### src/rtl/snapshot_memory_bank_if.sv
// snapshot_memory_bank_if
//   Bus bundle for the snapshot memory bank: write side (clr, wren, din),
//   pop side (rd_en -> rd_data/rd_valid), and status (dout, count, full,
//   empty, ovf). clk and arst are kept outside the bundle.
//
//   Pop handshake: the requester raises rd_en for one or more cycles. Each
//   edge where rd_en=1, clr=0 and the queue is not empty pops exactly one
//   word. rd_valid is high for the cycle after that edge, and rd_data is
//   meaningful only while rd_valid is high. There is no back-pressure on
//   the returned data. A rd_en on an empty queue is dropped silently.
//
//   Modports:
//     master : supervisor / driver side (drives clr, wren, din, rd_en)
//     slave  : memory bank side (drives dout, rd_data, rd_valid, status)
interface snapshot_memory_bank_if #(
  parameter int WIDTH = 35,
  parameter int DEPTH = 8
);
  localparam int CW = $clog2(DEPTH + 1);

  logic             clr;
  logic             wren;
  logic [WIDTH-1:0] din;
  logic [WIDTH-1:0] dout;
  logic             rd_en;
  logic [WIDTH-1:0] rd_data;
  logic             rd_valid;
  logic [CW-1:0]    count;
  logic             full;
  logic             empty;
  logic             ovf;

  modport master (
    output clr, wren, din, rd_en,
    input  dout, rd_data, rd_valid, count, full, empty, ovf
  );

  modport slave (
    input  clr, wren, din, rd_en,
    output dout, rd_data, rd_valid, count, full, empty, ovf
  );
endinterface

### src/rtl/snapshot_memory_bank.sv
// snapshot_memory_bank
//   Live status register plus a DEPTH-entry FIFO history of written words.
//   Every wren updates the live register (dout). The same write is also
//   queued as a snapshot unless the queue is full, in which case OVERWRITE
//   selects between dropping the oldest entry (1) and rejecting the new one
//   (0); both cases set the sticky ovf flag. The supervisor drains the queue
//   through a registered pop port with one cycle of latency.
//
//   Ports:
//     clk   : clock, rising edge
//     arst  : asynchronous reset, active low
//     bus   : snapshot_memory_bank_if.slave
//             clr, wren, din, rd_en           (in)
//             dout, rd_data, rd_valid, count,
//             full, empty, ovf                (out)
//
//   Parameters:
//     WIDTH     : bits per status word
//     DEPTH     : history entries, >= 2, any integer
//     OVERWRITE : 1 = full write drops oldest, 0 = full write is discarded
module snapshot_memory_bank #(
  parameter int WIDTH     = 35,
  parameter int DEPTH     = 8,
  parameter int OVERWRITE = 1
) (
  input  logic                  clk,
  input  logic                  arst,
  snapshot_memory_bank_if.slave bus
);

  localparam int CW = $clog2(DEPTH + 1);
  localparam int PW = $clog2(DEPTH);

  localparam logic [CW-1:0] COUNT_FULL = CW'(DEPTH);
  localparam logic [PW-1:0] PTR_LAST   = PW'(DEPTH - 1);
  localparam logic          OW_EN      = (OVERWRITE != 0);

  // Storage and registered state
  logic [WIDTH-1:0] mem [DEPTH];
  logic [WIDTH-1:0] dout_q;
  logic [WIDTH-1:0] rd_data_q;
  logic             rd_valid_q;
  logic [CW-1:0]    count_q;
  logic             ovf_q;
  logic [PW-1:0]    wptr_q;
  logic [PW-1:0]    rptr_q;

  // Next-state decode
  logic             is_full;
  logic             is_empty;
  logic             do_pop;
  logic             do_push;
  logic             do_drop;
  logic             ovf_set;
  logic [CW-1:0]    count_nxt;
  logic [PW-1:0]    wptr_nxt;
  logic [PW-1:0]    rptr_nxt;

  // Pointers wrap at DEPTH-1 explicitly so DEPTH need not be a power of two.
  function automatic logic [PW-1:0] ptr_inc(input logic [PW-1:0] p);
    return (p == PTR_LAST) ? '0 : p + PW'(1);
  endfunction

  assign is_full  = (count_q == COUNT_FULL);
  assign is_empty = (count_q == '0);

  always_comb begin
    do_pop    = 1'b0;
    do_push   = 1'b0;
    do_drop   = 1'b0;
    ovf_set   = 1'b0;
    count_nxt = count_q;
    wptr_nxt  = wptr_q;
    rptr_nxt  = rptr_q;

    if (bus.clr) begin
      count_nxt = '0;
      wptr_nxt  = '0;
      rptr_nxt  = '0;
    end else begin
      // A pop on an empty queue is ignored even if a push lands on the same
      // edge: there is no write-to-read bypass.
      do_pop = bus.rd_en && !is_empty;

      // A simultaneous pop frees a slot, so a full queue still accepts the
      // write without counting it as an overflow.
      if (bus.wren) begin
        if (!is_full || do_pop) begin
          do_push = 1'b1;
        end else begin
          ovf_set = 1'b1;
          if (OW_EN) begin
            do_push = 1'b1;
            do_drop = 1'b1;
          end
        end
      end

      if (do_push) begin
        wptr_nxt = ptr_inc(wptr_q);
      end
      // Dropping the oldest entry moves the read pointer just like a pop,
      // but nothing is returned on the read port.
      if (do_pop || do_drop) begin
        rptr_nxt = ptr_inc(rptr_q);
      end

      // Drop+push leaves the count at DEPTH; pop+push leaves it unchanged.
      if (do_push && !do_pop && !do_drop) begin
        count_nxt = count_q + CW'(1);
      end else if (do_pop && !do_push) begin
        count_nxt = count_q - CW'(1);
      end
    end
  end

  // Live register: tracks every write, independent of queue state or clr.
  always_ff @(posedge clk or negedge arst) begin
    if (!arst) begin
      dout_q <= '0;
    end else if (bus.wren) begin
      dout_q <= bus.din;
    end
  end

  // Queue bookkeeping
  always_ff @(posedge clk or negedge arst) begin
    if (!arst) begin
      count_q <= '0;
      wptr_q  <= '0;
      rptr_q  <= '0;
      ovf_q   <= 1'b0;
    end else begin
      count_q <= count_nxt;
      wptr_q  <= wptr_nxt;
      rptr_q  <= rptr_nxt;
      if (bus.clr) begin
        ovf_q <= 1'b0;
      end else if (ovf_set) begin
        ovf_q <= 1'b1;
      end
    end
  end

  // Read port. When a full queue pops and pushes on the same edge,
  // rptr == wptr; the read below samples the old word before the write
  // replaces it, which keeps ordering strictly FIFO.
  always_ff @(posedge clk or negedge arst) begin
    if (!arst) begin
      rd_data_q  <= '0;
      rd_valid_q <= 1'b0;
    end else begin
      rd_valid_q <= do_pop;
      if (do_pop) begin
        rd_data_q <= mem[rptr_q];
      end
    end
  end

  // Storage array has no reset so it can map onto plain RAM; the pointers
  // and count guarantee stale words are never returned.
  always_ff @(posedge clk) begin
    if (do_push) begin
      mem[wptr_q] <= bus.din;
    end
  end

  assign bus.dout     = dout_q;
  assign bus.rd_data  = rd_data_q;
  assign bus.rd_valid = rd_valid_q;
  assign bus.count    = count_q;
  assign bus.full     = is_full;
  assign bus.empty    = is_empty;
  assign bus.ovf      = ovf_q;

endmodule

### src/flat_wrapper.sv
// flat-port wrapper written by rule: the top's interface ports become plain ports
module snapshot_memory_bank_flat 
#(
  parameter int WIDTH     = 35,
  parameter int DEPTH     = 8,
  parameter int OVERWRITE = 1
)
  (clk, arst, bus_clr, bus_wren, bus_din, bus_rd_en, bus_dout, bus_rd_data, bus_rd_valid, bus_count, bus_full, bus_empty, bus_ovf);
  snapshot_memory_bank_if #(.WIDTH(WIDTH), .DEPTH(DEPTH)) bus_i ();
  input  logic clk;
  input  logic arst;
  input wire logic [$bits(bus_i.clr)-1:0] bus_clr;
  input wire logic [$bits(bus_i.wren)-1:0] bus_wren;
  input wire logic [$bits(bus_i.din)-1:0] bus_din;
  input wire logic [$bits(bus_i.rd_en)-1:0] bus_rd_en;
  output wire logic [$bits(bus_i.dout)-1:0] bus_dout;
  output wire logic [$bits(bus_i.rd_data)-1:0] bus_rd_data;
  output wire logic [$bits(bus_i.rd_valid)-1:0] bus_rd_valid;
  output wire logic [$bits(bus_i.count)-1:0] bus_count;
  output wire logic [$bits(bus_i.full)-1:0] bus_full;
  output wire logic [$bits(bus_i.empty)-1:0] bus_empty;
  output wire logic [$bits(bus_i.ovf)-1:0] bus_ovf;
  assign bus_i.clr = bus_clr;
  assign bus_i.wren = bus_wren;
  assign bus_i.din = bus_din;
  assign bus_i.rd_en = bus_rd_en;
  assign bus_dout = bus_i.dout;
  assign bus_rd_data = bus_i.rd_data;
  assign bus_rd_valid = bus_i.rd_valid;
  assign bus_count = bus_i.count;
  assign bus_full = bus_i.full;
  assign bus_empty = bus_i.empty;
  assign bus_ovf = bus_i.ovf;
  snapshot_memory_bank #(.WIDTH(WIDTH), .DEPTH(DEPTH), .OVERWRITE(OVERWRITE)) u_core (.clk(clk), .arst(arst), .bus(bus_i));
endmodule
### config.mk
export PLATFORM = sky130hd
export DESIGN_NAME = snapshot_memory_bank_flat
export DESIGN_NICKNAME = d
export VERILOG_FILES = /design/src/rtl/snapshot_memory_bank_if.sv /design/src/rtl/snapshot_memory_bank.sv /design/src/flat_wrapper.sv
export SDC_FILE = /design/constraint.sdc
export NUM_CORES = 1
export LEC_CHECK = 0
export BUFFER_PORTS_ARGS = -buffer_cell sky130_fd_sc_hd__buf_2
export CAP_MARGIN = 0
export CORE_MARGIN = 4
export CORE_UTILIZATION = 45
export DETAILED_ROUTE_END_ITERATION = 8
export PLACE_DENSITY = 0.74
export SLEW_MARGIN = 0
export SYNTH_ARGS = -nofsm -noshare
export SYNTH_HDL_FRONTEND = slang
export SYNTH_SLANG_ARGS = --single-unit
### constraint.sdc
create_clock -name clk -period 7.98 [get_ports clk]
set_clock_uncertainty 0.15 [all_clocks]
set_input_delay 1.596 -clock clk [delete_from_list [all_inputs] [get_ports clk]]
set_output_delay 1.596 -clock clk [all_outputs]
set_load 0.005 [all_outputs]
==> results of run 1 <==
## report_power, final
group	switching (uW)	internal, uW	total [uW]
registers	131	2180	2310
logic	405	419	824
clock network	686	969	1650
total	1220	3560	4780
## cell type report
type / instances / area (um^2)
timing repair buffer: 127 / 663.1
multi-input combinational: 285 / 3318
inverter: 5 / 18.77
clock inverter: 22 / 171.4
fill: 2379 / 14450
sequential: 362 / 10470
clock buffer: 45 / 1008
tap: 396 / 495.5
## per-stage QoR
stage / total power (uW) / cell area, um^2 / setup WS [ns]
floorplan: 2920 / 13970 / 2.636
global placement: 3170 / 14960 / 3.636
detailed placement: 3185 / 14960 / 3.670
CTS: 4847 / 16140 / 4.170
global route: 5021 / 16140 / 4.097
finish: 4784 / 16140 / 4.212
## registers in the layout (all words and copies together), names as in the netlist
signal               cells
u_core.bus.rd_valid      1
u_core.mem             280
u_core.bus.count         4
u_core.wptr_q            3
u_core.bus.rd_data      35
u_core.rptr_q            3
u_core.bus.dout         35
u_core.bus.ovf           1
## critical path, delay by kind of cell
family	cells	cell delay, ns
buf+inv	2	0.70
simple gates	2	1.46
## how the worst max path moves through the flow
stage	startpoint	cells after the start	slack [ns]	to
global placement	bus_clr	4	3.64	u_core.mem[0][11]
global route	bus_clr	4	4.10	u_core.mem[0][22]
finish	bus_clr	4	4.21	u_core.mem[0][22]
detailed placement	bus_clr	4	3.67	u_core.mem[0][8]
floorplan	bus_wren	4	2.64	u_core.mem[1][0]
CTS	bus_clr	4	4.17	u_core.mem[0][22]
## per-layer routing
layer | GRT usage | part of all wire
met1 | 0.2210 | 0.44
met3 | 0.02802 | 0.060
met2 | 0.2411 | 0.48
met5 | 0 | 0.00051
met4 | 0.04141 | 0.017
## cell usage in the layout, fill, tap and decap left out, drive strengths merged, types with 2 or more instances in the layout
cell type | synthesis | final
bufinv | 0 | 2
a21oi | 38 | 38
nand2b | 3 | 3
or3 | 2 | 2
nand2 | 4 | 4
clkinvlp | 0 | 2
mux2 | 35 | 35
edfxtp | 280 | 280
mux4 | 70 | 70
o211ai | 2 | 2
o21ai | 2 | 2
o31ai | 2 | 2
mux2i | 41 | 41
nand3b | 2 | 2
nor2b | 2 | 2
inv | 5 | 7
clkbuf | 13 | 45
clkinv | 0 | 16
nor2 | 53 | 53
nor3 | 3 | 3
buf | 26 | 127
dfrtp | 82 | 82
or3b | 2 | 2
ha | 6 | 6
## cell families after synthesis
kind of cell | count (synthesis)
flops | 362
xor+xnor | 2
mux | 146
fa+ha+maj | 7
simple gates | 78
compound gates | 52
buf+inv | 44
==> metrics, run 1 <==
hold_sp u_core.bus.dout[21]; vias in the first global route between 6000 and 7000; count of final setup violators 0; critical path class in -> reg; WL final about 26000 um; crit-path max FO 24; post-synthesis compound-gate area fraction 0.02607; pin count of the biggest net entering global routing 73; dpl hpwl approximately 15000 um; Setup TNS 0 ns; Critical R2R Launch u_core.rptr_q[0]; CTS Root Cell clkbuf_16; I/O pin count ~120; worst hold path depth 1; EDFF count, synth between 200 and 300; Synth Flop Type edfxtp_1; first-pass detailed-route iteration total 5; share of the synthesized area in the top cell type 0.6020; initial antenna violation count 1; status finished clean; Post-Synth Simple-Gate Area 0.02867; standard-cell rows 64; final core utilization 0.5278; crit path cell chain buf_2, or3b_2, nor3_2, buf_4; Hold Vio Cnt, Final 0; P&R area growth vs syn 15.59%; R2R setup slack roughly 5 ns; Hold Path Sink u_core.bus.dout[21]; Hold Path Class reg -> reg; Worst EP required approximately 8 ns; Syn Inst Count around 690; CP max stage delay between 0.8 and 0.9 ns; CTS buffer count 37; Die Span Y roughly 180 um; DIE AREA about 34000 um^2; Max H-tree Level 2; Seq cells post-synth roughly 360; worst skew pair latency 0.51 ns; syn nets between 700 and 800; Die W approximately 180 um; mux contribution to synthesized area 0.1705; FF-to-FF End u_core.bus.rd_data[22]; r2r worst-path depth 4; Adder-Cell Fraction of Synth Area 0.006808; asr flop ratio synth 0.2265; worst rel slew slack 0.2311; first-pass GRT wire length roughly 40000 um; post-CTS setup buffer count 0; share of layout cells above drive strength 1 0.3983; WP data arrival 3.78 ns; clock tree buffer depth 3; Iter 0 DRT Violations roughly 450; number of buffers added on ports 117; count leader, synth edfxtp_1; remaining antenna violation count 0; Hold WS about 0.35 ns; clock sinks 362; Distinct cells, synth 45; xor/xnor share of the synthesized area 0.001254; Synth Cell Area 13970 um^2; Final nets roughly 870; highest clock rate 265.4 MHz; initial core utilization 0.4566; actual transition at the worst max-transition pin 1.151 ns; wire per inst slightly above 20 um; startpoint types input port; Syn Area/Cell 20.21 um^2; GRT overflow 0; non-filler instance count after layout 1242; Seq/Total Area, Yosys 0.7489; TritonCTS clock tree done; Post-synth top cells 280 x edfxtp_1, 82 x dfrtp_1, 70 x mux4_2; cell taking the most area after synthesis edfxtp_1; dominant cells by area after synthesis edfxtp_1 60%, dfrtp_1 15%, mux4_2 11%; worst vdd ir between 150 and 200 uV; core outline area 30590 um^2; Overall Global Routing Usage 0.1523; GP Congestion 0.8052; synth warn 0; RSZ-0062 raised after global routing false; Ant. Diodes 0; Reg clk slew, reported paths 0.06 ns; post-CTS sizing 0; Cells after DPL 1175; endpoint type of the worst setup path register; DR vias approximately 6700; largest family of logic cells by synthesized area multiplexers; PwrDens roughly 300 nW/um^2; P_leak about 0.0055 uW; max_cap viols 0; final-report max-slew violation count 0; final worst path period share 0.4722; cts hold-fix bufs 0; slowest CP cell nor3_2; min Tclk post-route 3.768 ns; via/cell ratio roughly 5.4; Post-route DRC 0
Power figures use the tool's default switching activity.
==> run 2, diff against run 1 <==
==> constraint.sdc (replaced) <==
create_clock -name clk -period 3.55 [get_ports clk]
set_clock_uncertainty 0.15 [all_clocks]
set_input_delay 0.71 -clock clk [delete_from_list [all_inputs] [get_ports clk]]
set_output_delay 0.71 -clock clk [all_outputs]
set_load 0.005 [all_outputs]
==> run 2 against run 1 <==
Against the previous run:
- utilization rose by 0.44 points
- die area did not move
- critical endpoint is now u_core.bus.count[3]
- flip-flop and latch count did not move
- sequential share of layout area fell by 0.53 points
- first-iteration DRC count rose by 3.1%
- largest cell class unchanged
- clock power rose by 130%
- worst setup slack got worse by 3.5 ns
==> metrics, run 2 (synthesized netlist as in run 1, its figures left out) <==
post-place instance area 15120 um^2; commonest non-fill, non-tap cell in the layout edfxtp_1; Die Span Y about 180 um; post-CTS sizing 0; share of layout cells above drive strength 1 0.4044; Comb power frac 0.171; first-pass GRT wire length 42480 um; Max H-tree Level 2; DR vias between 6000 and 7000; Hold Vio Cnt, Final 0; final instance area 16280 um^2; standard-cell rows between 60 and 70; commonest cells after routing, fill and taps aside 280 x edfxtp_1, 116 x buf_2, 79 x dfrtp_1; post-CTS setup buffer count 0; Iter 0 DRT Violations roughly 470; initial antenna violation count 0; power share of the clock group 0.344; Ant. Diodes 0; critical path class reg -> reg; Hold Path Class in -> async; Post-route DRC 0; via/cell ratio roughly 5.5; PwrDens 666.1 nW/um^2; Final nets 879; TritonCTS clock tree done; highest clock rate 354.1 MHz; initial core utilization 0.4566; Overall Global Routing Usage 0.1616; endpoint type of the worst setup path register; count of final setup violators 0; FF-to-FF End u_core.bus.count[3]; clock sinks between 300 and 400; Internal 8054 uW; part of the power in registers 0.485; vias in the first global route 7388; WP data arrival 3.05 ns; wire per inst approximately 22 um; r2r worst-path depth 7; CTS buffer count 37; clock tree buffer depth 3; GRT overflow 0; dpl hpwl around 16000 um; final-report max-slew violation count 0; RSZ-0062 raised after global routing false; Die W 184.2 um; Hold WS 0.1976 ns; status finished clean; max_cap viols 0; worst vdd ir 465.7 uV; first-pass detailed-route iteration total 5; crit-path max FO 11; max reg flops 280; GP Congestion between 0.7 and 0.8; I/O pin count ~120; CTS Root Cell clkbuf_16; min Tclk post-route roughly 2.8 ns; worst skew pair latency ~0.5 ns; Worst EP required around 3.8 ns; remaining antenna violation count 0; actual transition at the worst max-transition pin between 0.9 and 1 ns; P_leak between 0.005 and 0.006 uW; final worst path period share 0.7956; pin count of the biggest net entering global routing 72; final worst-path setup slack between 0.7 and 0.8 ns; worst rel slew slack 0.3453; core outline area 30590 um^2; Sw Share 0.2572; # fillers ~2400; Reg clk slew, reported paths roughly 0.06 ns; R2R setup slack 0.73 ns; Critical R2R Launch u_core.bus.count[2]; startpoint types register; Switch Pwr between 2000 and 3000 uW; Setup TNS 0 ns; most flop-heavy register u_core.mem; number of buffers added on ports about 120; DIE AREA roughly 34000 um^2; P&R area growth vs syn 16.55%; DP Worst Slack 0.7878 ns; WL final between 20000 and 30000 um; cts hold-fix bufs 0
==> run 2: final cells by class <==
type / count / area (um^2) / area share
clock inverter: 23 / 214.0 / 0.01314
inverter: 5 / 18.77 / 0.001153
timing repair buffer: 141 / 805.8 / 0.04950
sequential: 362 / 10470 / 0.6431
clock buffer: 42 / 944.7 / 0.05803
tap: 396 / 495.5 / 0.03044
multi-input combinational: 285 / 3331 / 0.2046
==> run 2: worst max-delay path by stage <==
stage / slack [ns] / cells past startpoint / endpoint / start
2_1_floorplan: 0.02 / 4 / u_core.mem[7][0] / bus_wren
3_3_place_gp: 0.81 / 4 / u_core.mem[4][17] / bus_wren
3_5_place_dp: 0.79 / 8 / u_core.bus.count[3] / bus_rd_en
4_1_cts: 0.77 / 7 / u_core.bus.count[3] / u_core.bus.count[2]
5_1_grt: 0.67 / 7 / u_core.bus.count[3] / u_core.bus.count[2]
6_report: 0.73 / 7 / u_core.bus.count[3] / u_core.bus.count[2]
==> run 2: power groups by stage <==
stage          Sequential, uW  Combinational [uW]  Clock, uW
2_1_floorplan            5150                1410          0
3_3_place_gp             5330                1840          0
3_5_place_dp             5350                1880          0
4_1_cts                  5270                1890       3810
5_1_grt                  5310                2050       3980
6_report                 5260                1860       3730
==> run 2: through the flow <==
step / cells / utilization / total power (uW)
final: 1254 / 0.5322 / 10840
after global routing: 1254 / 0.5322 / 11350
after CTS: 1254 / 0.5322 / 10970
after detailed placement: 1189 / 0.4943 / 7231
after global placement: 1189 / 0.4943 / 7169
after floorplan: 691 / - / 6563
==> run 2: layer usage <==
metal | track usage | share of wire | vias to the layer above
li1 | - | - | 3040
met1 | 0.2242 | 0.43 | 3607
met2 | 0.2729 | 0.50 | 210
met3 | 0.02566 | 0.052 | 40
met4 | 0.03875 | 0.017 | 0
met5 | 0 | 0 | -
==> run 2: worst max-delay path, cell delays in order (launching register included) <==
cell and delay, ns:
dfrtp_1 0.51, or4b_1 0.64, nand3_1 0.18, ha_1 0.29, and3_1 0.22, or3b_2 0.48, o211ai_1 0.11, a31oi_1 0.11
==> run 3, diff against run 2 <==
--- a/config.mk
+++ b/config.mk
@@ -5,12 +5,13 @@
 export SDC_FILE = /design/constraint.sdc
 export NUM_CORES = 1
 export LEC_CHECK = 0
+export ABC_AREA = 1
 export BUFFER_PORTS_ARGS = -buffer_cell sky130_fd_sc_hd__buf_2
 export CAP_MARGIN = 0
 export CORE_MARGIN = 4
 export CORE_UTILIZATION = 45
 export DETAILED_ROUTE_END_ITERATION = 8
-export PLACE_DENSITY = 0.74
+export PLACE_DENSITY = 0.76
 export SLEW_MARGIN = 0
 export SYNTH_ARGS = -nofsm -noshare
 export SYNTH_HDL_FRONTEND = slang
==> constraint.sdc (replaced) <==
create_clock -name clk -period 2.5 [get_ports clk]
set_clock_uncertainty 0.15 [all_clocks]
set_input_delay 0.5 -clock clk [delete_from_list [all_inputs] [get_ports clk]]
set_output_delay 0.5 -clock clk [all_outputs]
set_load 0.005 [all_outputs]
==> run 3 against run 2 <==
Against the previous run:
- sequential power rose by 38%
- flip-flop and latch count did not move
- total power rose by 51%
- global-route usage rose by 1.9 points
- register-to-register slack got worse by 0.43 ns
- cell area rose by 4.9%
- first-iteration DRC count rose by 75%
- non-clock buffer count rose by 11
- count of clock-buffer cells in the layout rose by 6
- utilization rose by 0.63 points
- maximum frequency rose by 28%
- combinational power rose by 73%
- largest cell class unchanged
==> metrics, run 3 <==
GP Congestion 0.8450; CTS Root Cell clkbuf_16; slowest CP cell dfrtp_1; dpl hpwl 18930 um; Die W 187.9 um; asr flop ratio synth 0.2265; first-pass detailed-route iteration total 4; largest family of logic cells by synthesized area simple AND/OR/NAND/NOR gates; Worst EP required between 2 and 3 ns; Post-synth top cells 280 x edfxtp_1, 268 x nand2_1, 152 x inv_1; pin count of the biggest net entering global routing 64; Synth Cell Area about 15000 um^2; I/O pin count about 120; number of buffers added on ports roughly 120; EDFF count, synth 280; PwrDens 960.0 nW/um^2; initial core utilization 0.4593; Seq/Total Area, Yosys 0.7180; Iter 0 DRT Violations 816; commonest non-fill, non-tap cell in the layout edfxtp_1; GR Layer Usage met3 0.03165; post-synthesis compound-gate area fraction 0.08734; max reg flops 280; mux contribution to synthesized area 0; DR vias 9431; Distinct cells, synth 26; M2 GR Usage 0.3055; dominant cells by area after synthesis edfxtp_1 58%, dfrtp_1 14%, nand2_1 6.9%; Syn Area/Cell approximately 12 um^2; Post-route DRC 0; DP Worst Slack 0.2863 ns; crit path cell chain nor2_2, nand2_2, nand2_4, nand3_2, ha_1, a21oi_1, nand2_1, nand2_1, nand2_1, nand2_1, nand2_1, nand2_1, nand2_1; most frequent CP cell nand2_1; # fillers 2603; Cells after DPL between 1500 and 2000; Post-Synth Simple-Gate Area 0.1184; WP data arrival ~2.5 ns; worst skew pair latency around 0.53 ns; Critical R2R Launch u_core.bus.count[0]; Synth Flop Type edfxtp_1; commonest cells after routing, fill and taps aside 280 x edfxtp_1, 268 x nand2_1, 151 x inv_1; Adder-Cell Fraction of Synth Area 0.006527; r2r worst-path depth 13; share of the synthesized area in the top cell type 0.5771; Die Span Y roughly 190 um; P_leak between 0.006 and 0.007 uW; endpoint type of the worst setup path register; FF-to-FF End u_core.bus.count[3]; synth warn 0; CTS buffer count 38; Worst Setup SP u_core.bus.count[0]; R2R setup slack 0.30 ns; Hold Path Class in -> reg; remaining antenna violation count 0; DIE AREA about 35000 um^2; cell taking the most area after synthesis edfxtp_1; clock tree buffer depth 3; count leader, synth edfxtp_1; Worst Setup EP u_core.bus.count[3]; vias in the first global route just under 10000; max_cap viols 0; highest clock rate around 450 MHz; Hold Vio Cnt, Final 0; Seq cells post-synth between 300 and 400; most flop-heavy register u_core.mem; core outline area roughly 32000 um^2; final instance area around 17000 um^2; status finished clean; Final nets between 1000 and 1500; Syn Inst Count ~1200; TritonCTS clock tree done; non-filler instance count after layout roughly 1800; GRT overflow 0; WL final around 32000 um; clock sinks 362; Max H-tree Level 2; count of final setup violators 0; CP max stage delay between 0.4 and 0.5 ns; actual transition at the worst max-transition pin approximately 0.94 ns; standard-cell rows 65; post-CTS setup buffer count 0; P&R area growth vs syn 17.23%; wire per inst between 15 and 20 um; share of layout cells above drive strength 1 0.1687; met1 Use GR 0.2411; Setup TNS 0 ns; post-place instance area ~16000 um^2; worst vdd ir roughly 670 uV; busiest grt layer met2; startpoint types register; final-report max-slew violation count 0; Overall Global Routing Usage 0.1805; crit-path max FO 8; Hold WS between 0.1 and 0.15 ns; via/cell ratio approximately 5.3; syn nets ~1300; critical path class reg -> reg; initial antenna violation count 1; final worst path period share 0.8802; final worst-path setup slack 0.2995 ns; first-pass GRT wire length just over 50000 um; worst rel slew slack 0.3706; xor/xnor share of the synthesized area 0.0006012; min Tclk post-route about 2.2 ns; RSZ-0062 raised after global routing false; Reg clk slew, reported paths 0.06 ns
## run 3: cell types whose count changed in the layout (fill, tap and decap cells not counted), moves of 11 or more
cell | before | now
nand2_1 | 4 | 268
nand3_1 | 1 | 119
nor2_2 | 16 | 1
o211ai_1 | 2 | 70
buf_12 | 3 | 14
a21oi_2 | 17 | 0
mux2i_1 | 41 | 0
inv_1 | 4 | 151
mux4_2 | 70 | 0
mux2_2 | 35 | 0
o21ai_0 | 1 | 70
nor2_1 | 31 | 9
a21oi_1 | 21 | 72
## run 3: logic make-up after synthesis
| group | after synthesis |
|---|---|
| simple gates | 410 |
| flops | 362 |
| buf+inv | 223 |
| compound gates | 219 |
| fa+ha+maj | 7 |
| xor+xnor | 1 |
## run 3: worst min-delay path by stage
stage | startpoint | to | cells past startpoint
6_report | bus_din[9] | u_core.mem[0][9] | 1
5_1_grt | bus_din[30] | u_core.mem[0][30] | 1
4_1_cts | bus_din[14] | u_core.mem[6][14] | 1
3_5_place_dp | u_core.bus.dout[28] | u_core.bus.dout[28] | 2
3_3_place_gp | u_core.bus.dout[22] | u_core.bus.dout[22] | 2
2_1_floorplan | arst | u_core.bus.count[0] | 0
## run 3: stage by stage
stage,total power (uW),util
floorplan,9572,-
global placement,10480,0.4960
detailed placement,10590,0.4960
CTS,16510,0.5384
global route,17230,0.5385
finish,16400,0.5385
## run 3: cell type report
class | instances | area (um^2) | area share
Multi-Input combinational cell | 637 | 3162 | 0.1851
Clock buffer | 48 | 1040 | 0.06088
Clock inverter | 22 | 294.0 | 0.01722
Tap cell | 402 | 503.0 | 0.02945
Sequential cell | 362 | 10470 | 0.6130
Timing Repair Buffer | 152 | 1028 | 0.06022
Inverter | 154 | 580.6 | 0.03399
Antenna cell | 1 | 2.502 | 0.0001465
## run 3: worst max-delay path: cells and delay by family, from the launching register on
kind            cells  cell delay (ns)
compound gates      1             0.17
fa+ha+maj           1             0.36
flops               1             0.41
simple gates       11             0.98
## run 3: timing repair
item | CTS | global route
hold endpoints to repair | 31 | 0
endpoints found under the setup margin | 0 | 0
gates resized for setup | 0 | 0
hold buffers | 1 | 0
## run 3: routing by layer
metal	vias to the layer above	part of all wire
li1	4453	-
met1	4598	0.42
met2	332	0.50
met3	48	0.063
met4	0	0.020
met5	-	0
## run 3: where the power goes
part	switching, uW	total [uW]	internal (uW)
logic	2020	3220	1200
clock network	2290	5890	3600
registers	355	7280	6930
total	4660	16400	11700
